--- src/rtl/ysyx_25070198_pkg.sv ---
// Shared types for the IFU/LSU SimpleBus arbiter.
package ysyx_25070198_pkg;

  typedef enum logic [1:0] {
    StIdle,
    StBusyIfu,
    StBusyLsu
  } arb_state_e;

  typedef enum logic {
    MST_IFU,
    MST_LSU
  } mst_e;

  // Round-robin pick when both masters request in the same idle cycle.
  function automatic mst_e rr_pick(input mst_e last_grant);
    return (last_grant == MST_IFU) ? MST_LSU : MST_IFU;
  endfunction

endpackage

--- src/rtl/ysyx_25070198_timeout_cnt.sv ---
// Busy-cycle counter; expired flags the last cycle a transaction may wait for the slave.
module ysyx_25070198_timeout_cnt #(
  parameter int unsigned TIMEOUT_CYCLES = 255
) (
  input  logic clk,
  input  logic rst,
  input  logic clr,
  input  logic en,
  output logic expired
);

  localparam int unsigned CntW = $clog2(TIMEOUT_CYCLES + 1);
  localparam logic [CntW-1:0] LastCnt = CntW'(TIMEOUT_CYCLES - 1);

  logic [CntW-1:0] cnt_q, cnt_d;

  assign expired = (cnt_q == LastCnt);

  // Holds at the terminal value instead of wrapping.
  always_comb begin
    cnt_d = cnt_q;
    if (clr) begin
      cnt_d = '0;
    end else if (en && !expired) begin
      cnt_d = cnt_q + CntW'(1);
    end
  end

  always_ff @(posedge clk) begin
    if (rst) begin
      cnt_q <= '0;
    end else begin
      cnt_q <= cnt_d;
    end
  end

endmodule

--- src/rtl/ysyx_25070198_arbiter.sv ---
// Two-master (IFU, LSU) round-robin arbiter onto one SimpleBus slave, with
// a per-transaction response timeout.
module ysyx_25070198_arbiter
  import ysyx_25070198_pkg::*;
#(
  parameter int unsigned TIMEOUT_CYCLES = 255
) (
  input  logic        clk,
  input  logic        rst,

  input  logic        ifu_reqValid,
  input  logic [31:0] ifu_addr,
  output logic        ifu_respValid,
  output logic [31:0] ifu_rdata,
  output logic        ifu_respErr,

  input  logic        lsu_reqValid,
  input  logic [31:0] lsu_addr,
  input  logic [31:0] lsu_wdata,
  input  logic        lsu_wen,
  input  logic [3:0]  lsu_wmask,
  output logic        lsu_respValid,
  output logic        lsu_respErr,
  output logic [31:0] lsu_rdata,

  output logic        bus_reqValid,
  output logic        bus_wen,
  output logic [31:0] bus_addr,
  output logic [31:0] bus_wdata,
  output logic [3:0]  bus_wmask,
  input  logic        bus_respValid,
  input  logic [31:0] bus_rdata
);

  arb_state_e  state_q, state_d;
  mst_e        last_grant_q, last_grant_d;
  logic [31:0] addr_q, addr_d;
  logic [31:0] wdata_q, wdata_d;
  logic        wen_q, wen_d;
  logic [3:0]  wmask_q, wmask_d;

  logic        busy;
  logic        expired;
  mst_e        grant;
  logic        resp_valid;
  logic        resp_err;
  logic [31:0] resp_rdata;

  assign busy = (state_q != StIdle);

  ysyx_25070198_timeout_cnt #(
    .TIMEOUT_CYCLES(TIMEOUT_CYCLES)
  ) u_timeout_cnt (
    .clk    (clk),
    .rst    (rst),
    .clr    (!busy),
    .en     (busy && !bus_respValid),
    .expired(expired)
  );

  always_comb begin
    state_d      = state_q;
    last_grant_d = last_grant_q;
    addr_d       = addr_q;
    wdata_d      = wdata_q;
    wen_d        = wen_q;
    wmask_d      = wmask_q;
    grant        = MST_IFU;
    resp_valid   = 1'b0;
    resp_err     = 1'b0;
    resp_rdata   = '0;
    bus_reqValid = 1'b0;
    bus_wen      = 1'b0;
    bus_addr     = '0;
    bus_wdata    = '0;
    bus_wmask    = '0;

    unique case (state_q)
      StIdle: begin
        if (ifu_reqValid || lsu_reqValid) begin
          if (ifu_reqValid && lsu_reqValid) begin
            grant = rr_pick(last_grant_q);
          end else begin
            grant = ifu_reqValid ? MST_IFU : MST_LSU;
          end
          if (grant == MST_IFU) begin
            addr_d  = ifu_addr;
            wen_d   = 1'b0;
            wdata_d = '0;
            wmask_d = '0;
            state_d = StBusyIfu;
          end else begin
            addr_d  = lsu_addr;
            wen_d   = lsu_wen;
            wdata_d = lsu_wdata;
            wmask_d = lsu_wmask;
            state_d = StBusyLsu;
          end
        end
      end
      StBusyIfu, StBusyLsu: begin
        bus_reqValid = 1'b1;
        bus_wen      = wen_q;
        bus_addr     = addr_q;
        bus_wdata    = wdata_q;
        bus_wmask    = wmask_q;
        // A real response wins over a timeout landing in the same cycle.
        if (bus_respValid || expired) begin
          resp_valid   = 1'b1;
          resp_err     = !bus_respValid;
          resp_rdata   = bus_respValid ? bus_rdata : '0;
          state_d      = StIdle;
          last_grant_d = (state_q == StBusyIfu) ? MST_IFU : MST_LSU;
        end
      end
      default: state_d = StIdle;
    endcase
  end

  always_comb begin
    ifu_respValid = resp_valid && (state_q == StBusyIfu);
    ifu_respErr   = resp_err && (state_q == StBusyIfu);
    ifu_rdata     = (state_q == StBusyIfu) ? resp_rdata : '0;
    lsu_respValid = resp_valid && (state_q == StBusyLsu);
    lsu_respErr   = resp_err && (state_q == StBusyLsu);
    lsu_rdata     = (state_q == StBusyLsu) ? resp_rdata : '0;
  end

  always_ff @(posedge clk) begin
    if (rst) begin
      state_q      <= StIdle;
      last_grant_q <= MST_IFU;
      addr_q       <= '0;
      wdata_q      <= '0;
      wen_q        <= 1'b0;
      wmask_q      <= '0;
    end else begin
      state_q      <= state_d;
      last_grant_q <= last_grant_d;
      addr_q       <= addr_d;
      wdata_q      <= wdata_d;
      wen_q        <= wen_d;
      wmask_q      <= wmask_d;
    end
  end

endmodule

--- config.mk ---
export PLATFORM = sky130hd
export DESIGN_NAME = ysyx_25070198_arbiter
export DESIGN_NICKNAME = d
export VERILOG_FILES = /design/src/rtl/ysyx_25070198_pkg.sv /design/src/rtl/ysyx_25070198_timeout_cnt.sv /design/src/rtl/ysyx_25070198_arbiter.sv
export SDC_FILE = /design/constraint.sdc
export NUM_CORES = 1
export LEC_CHECK = 0
export CAP_MARGIN = 20
export CORE_ASPECT_RATIO = 1.4
export CORE_UTILIZATION = 37
export DETAILED_ROUTE_END_ITERATION = 10
export PLACE_DENSITY = 0.9
export SETUP_SLACK_MARGIN = 0.2
export SLEW_MARGIN = 20
export SYNTH_ARGS = -nofsm -noshare
export SYNTH_HDL_FRONTEND = slang
export SYNTH_SLANG_ARGS = --single-unit
--- constraint.sdc ---
create_clock -name clk -period 2 [get_ports clk]
set_input_delay 0.3 -clock clk [delete_from_list [all_inputs] [get_ports clk]]
set_output_delay 0.3 -clock clk [all_outputs]
set_load 0.01 [all_outputs]
======== After elaboration in Yosys (flattened, before gate mapping) ========
Index checks and enable logic that the tools add are counted.
W data, S select, Z words.
word-level totals
  memory bits (writable) .................. 0
  output and inout bits ................... 138
  register bits ........................... 80
  memories kept ........................... 0
  bits in latches ......................... 0
  ROM bits ................................ 0
  input bits .............................. 138
cells by class
  equality and inequality tests ........... 5
  add/sub/neg operators ................... 1
  divide/modulo/power cells ............... 0
  shift-type cells ........................ 0
  $lt $le $gt $ge ......................... 0
  reduce and logical (&&, ||, !) cells .... 18
  bitwise gates (word level) .............. 1
  $mul .................................... 0
  mux-type cells .......................... 28
operator list
  operator               number
  $mux W32               9
  $mux W1                13
  $add A8 B1 Y8 const B  1
  $eq A8 B8 Y1 const B   1
  $mux W4                2
  $logic_and A1 B1 Y1    7
  $mux W2                3
  $reduce_and A2 Y1      3
  $ne A2 B2 Y1 const B   2
  $pmux W2 S2            1
  $reduce_or A2 Y1       2
  $eq A2 B1 Y1 const B   1
  $eq A2 B2 Y1 const B   1
  $logic_not A1 Y1       2
  $logic_not A2 Y1       1
  $logic_or A1 B1 Y1     2
  $reduce_bool A2 Y1     1
  $not A1 Y1             1

======== Longest topological paths before layout ========
  depth after elaboration ................. 7
  depth in mapped cells ................... 7
  mapped depth without buffers ............ 6

======== Modules after synthesis ========
From an unflattened synthesis, not the netlist that was laid out.
second synthesis, totals
  cells, all modules ...................... 471
  area total of the unflattened synthesis .. 4164.0 sq um
by module, submodules not included
  module                     instances  area an instance (sq um)  cells each
  ysyx_25070198_arbiter      1          3721.1                    420
  ysyx_25070198_timeout_cnt  1          442.9                     51

======== Worst setup path after synthesis ========
Ideal clock, no wire load.
  path type ............................... reg-to-output
  from .................................... register state_q[0]
  to ...................................... output lsu_respErr
  path buffers ............................ 1
  required time ........................... 1.700 ns
  stages on the path, launching flop included .. 6
  setup slack ............................. 0.208 ns
  data arrival time ....................... 1.492 ns
  cells stage by stage .................... dfxtp_1 -> inv_1 -> ha_1 -> clkbuf_1 -> nand2_1 -> nor4_1
between the ends
  word-level cells in the longest chain between the ends .. 4
ends and longest elaborated chain
  item                                          RTL line                                                   RTL
  start: declaration                            ysyx_25070198_arbiter.sv:35                                arb_state_e state_q, state_d;
  start signal: assignment                      ysyx_25070198_arbiter.sv:131                               state_q <= StIdle;
  start signal: assignment                      ysyx_25070198_arbiter.sv:138                               state_q <= state_d;
  $eq A2 B1 Y1 or $eq A2 B2 Y1 (tied branches)  ysyx_25070198_arbiter.sv:78, ysyx_25070198_arbiter.sv:125
  $reduce_or A2 Y1                              ysyx_25070198_arbiter.sv:78                                unique case (state_q)
  $mux W1                                       ysyx_25070198_arbiter.sv:78
  $logic_and A1 B1 Y1 *                         ysyx_25070198_arbiter.sv:125                               lsu_respErr = resp_err && (state_q == StBusyLsu);
  end: declaration                              ysyx_25070198_arbiter.sv:23                                output logic lsu_respErr,
Mark *: on every way between the ends. The rest lies on a longest branch, timed or not.

======== Worst setup path in the final report ========
  from .................................... register state_q[1]
  to ...................................... output lsu_rdata[1]
between the ends
  word-level cells in the longest chain between the ends .. 4
ends and longest elaborated chain
  item                                          RTL line                                                   RTL
  $eq A2 B1 Y1 or $eq A2 B2 Y1 (tied branches)  ysyx_25070198_arbiter.sv:78, ysyx_25070198_arbiter.sv:126
  $reduce_or A2 Y1                              ysyx_25070198_arbiter.sv:78
  $mux W32                                      ysyx_25070198_arbiter.sv:78
  $mux W32 *                                    ysyx_25070198_arbiter.sv:126                               lsu_rdata = (state_q == StBusyLsu) ? resp_rdata : '0;
  end: declaration                              ysyx_25070198_arbiter.sv:24                                output logic [31:0] lsu_rdata,
Marks and branches as above.

==> out/qor.yml <==
placed_design:
  hpwl_um: 11400
  port_buffers: 275
  gp_congestion: 0.775
  place_inst: 888
global_routing:
  grt_pass1_vias: 4785
  grt_pass1_wl_um: 24800
  use_met2: 0.520
  gr-usage-met1: 0.264
  antenna_found_initial: 0
  grt_start_max_net_pins: 65
  grt_overflow: 0
  met3_usage: 0.0609
  track_usage: 0.272
  top_usage_layer: "met2"
logic_synthesis:
  synth.area.top_cells: "dfxtp_1 (38%), and2_1 (20%), mux2i_1 (7.5%)"
  synth_warnings: 0
  yosysMostFrequentCell: "and2_1"
  synth_edf_count: 0
  yosysTopAreaCellShare: 0.377
  synth_area_leader_cell: "dfxtp_1"
  ys_types: 41
  ys.flop_type: "dfxtp_1"
  synth-seq-cells: 80
  syn_area_per_cell_sq_um: 8.66
  async_flop_share: 0
  synthesis.area_sq_um: 4250
  syn-num-nets: 634
  netlist_top_cells_count: "and2_1 (133), dfxtp_1 (80), nor2_1 (80), a22oi_1 (37), a211oi_1 (36)"
  yosysSeqAreaShare: 0.377
  netlist_instances: 491
detailed_routing:
  drtIter0Drc: 185
  num_vias: 4946
  drtAntennaViolNets: 0
  drt_drc_violations_left: 0
  vias_per_cell: 5.26
  dr.pass1.iters: 6
  drt_wl_total_um: 18400
  wl_per_cell_um: 19.5
timing:
  fin_crit_ps: 2140
  rsz0062_at_grt: "true"
  setup_ws_ps: -138
  finalClockSkew_ps: 4.90
  maxSlewViolCount: 0
  setup-tns-final_ps: -9200
  finalSetupViolCount: 111
  slew_headroom: 0.644
  max_freq_mhz: 468
  finalCritPeriodShare: 1.07
  hold_violations: 0
  tightest_slew_ps: 534
clock_tree:
  clk-insertion-delay-late_ps: 330
  cts_htree_levels: 3
  cts_buffers: 9
  clkTransAtPathRegs_ps: 60
  cts-hold-fix-buffers: 0
  root_buffer: "clkbuf_16"
  cts_sinks: 80
  clockBufferDepth: 2
  cts_tree: "done"
min_path:
  hold_start: "rst"
  hold_class: "primary input to register"
worst_setup_path:
  slowest_stage: "dfxtp_2"
  slowest_delay_ps: 340
  cp_data_required_time_ps: 1700
  startpoint: "state_q[1]$_SDFFE_PP0P_"
  worstReg2RegStart: "state_q[0]$_SDFFE_PP0P_"
  cp_cell_sequence: "inv_2 -> ha_4 -> and3_4 -> buf_6 -> buf_8 -> buf_12 -> and2_4 -> buf_6"
  critPathKind: "register to primary output"
  arrival_ps: 1840
  end_kind: "primary output"
  reg2reg_slack_ps: 210
  crit_fanout: 8
  start_kind: "register"
  cpMostUsedCell: "buf_6"
pwr:
  seq_power_share: 0.335
  p_sw_w: 0.00159
  power_density_nw_per_um2: 683
  intPower_w: 0.00399
  combPwrFrac: 0.350
  irDropWorstVdd_mv: 0.446
  swShare: 0.286
  clock_power_share: 0.315
  p_leak_nw: 3.65
run:
  cap_viol_max_count: 0
finish:
  drive_gt1_frac: 0.404
  nets: 937
  area_growth_pct: 92.2
  n_antenna_cell: 0
  final_cells: 940
outcome:
  violations: "negative setup slack"
  status: "finished, violations left"
floorplanning:
  ios: 276
  core-area_sq_um: 11000
  die_area_sq_um: 11900
  rows: 45
  die_w_um: 92.6
  die_y_um: 129
  initial_core_util: 0.385
kinds of logic after synthesis:
family	synth area share
simple gates	0.298
compound gates	0.160
flops	0.377
buf+inv	0.0650
mux	0.0753
xor+xnor	0.0103
fa+ha+maj	0.0147
cell usage in the layout (no fill, tap or decap), types with 2 or more instances in the layout:
cell             instances
clkdlybuf4s50_1        136
buf_6                   97
and2_4                  83
nor2_1                  79
dfxtp_1                 75
buf_2                   54
and2_1                  51
a22oi_1                 37
a211oi_1                36
mux2i_1                 32
buf_4                   29
clkbuf_16               15
buf_12                   8
dfxtp_2                  4
inv_2                    3
and3_4                   3
nand2b_1                 3
xnor2_1                  3
ha_4                     3
clkbuf_1                 3
buf_16                   3
inv_1                    2
a21oi_1                  2
o211ai_1                 2
xor2_1                   2
o32ai_2                  2
ha_1                     2
bufinv_16                2
buf_8                    2
metrics by stage:
step / util / hold WS [ps] / power, W / cell area [sq um] / setup slack [ps]
floorplan: - / 429 / 0.00264 / 4250 / 208
global placement: 0.648 / 439 / 0.00331 / 7150 / -215
detailed placement: 0.648 / 444 / 0.00336 / 7150 / -213
CTS: 0.676 / 420 / 0.00530 / 7460 / -117
global route: 0.740 / 476 / 0.00583 / 8170 / -173
finish: 0.740 / 430 / 0.00558 / 8170 / -138
sequential cells by signal, indices dropped and copies added, names as in the netlist:
signal,flops
addr_q,32
last_grant_q,1
state_q,2
u_timeout_cnt.cnt_q,8
wdata_q,32
wen_q,1
wmask_q,4
critical path, delay by kind of cell, from the launching register on:
| kind | cells | cell delay, ps |
|---|---|---|
| buffers and inverters | 5 | 510 |
| DFF | 1 | 340 |
| and+or+nand+nor | 2 | 330 |
| adders and majority gates | 1 | 320 |
power groups by stage:
stage / combinational (W) / sequential (W) / clock, W
3_5_place_dp: 0.00147 / 0.00189 / 0
2_1_floorplan: 0.000771 / 0.00186 / 0
3_3_place_gp: 0.00143 / 0.00188 / 0
5_1_grt: 0.00208 / 0.00189 / 0.00186
6_report: 0.00195 / 0.00187 / 0.00176
4_1_cts: 0.00167 / 0.00186 / 0.00177
worst paths after layout:
path                                     to  cells past startpoint
hold / removal     wdata_q[13]$_SDFFE_PP0P_                      2
setup / recovery               lsu_rdata[1]                      8
hold reg to reg   last_grant_q$_SDFFE_PP0P_                      2
setup reg to reg    state_q[1]$_SDFFE_PP0P_                      9
what timing repair did:
action | 4_1_cts | 5_1_grt
resized for setup | 642 | 133
hold endpoints to repair | 0 | 0
pin swaps | 24 | 23
setup buffers | 16 | 6
endpoints found under the setup margin | 138 | 140
cloned | 6 | 8
area by class of cell:
class | instances | area [sq um]
Tap cell | 141 | 176
Fill cell | 733 | 2870
Timing Repair Buffer | 335 | 3360
Inverter | 5 | 18.8
Multi-Input combinational cell | 363 | 2690
Clock buffer | 13 | 250
Clock inverter | 3 | 65.1
Sequential cell | 80 | 1610
layer usage:
layer / vias to the layer above / share of wire
li1: 2280 / -
met1: 2330 / 0.33
met2: 259 / 0.54
met3: 77 / 0.075
met4: 0 / 0.059
met5: - / 0
Note: power is estimated with default switching activity, not from simulation.
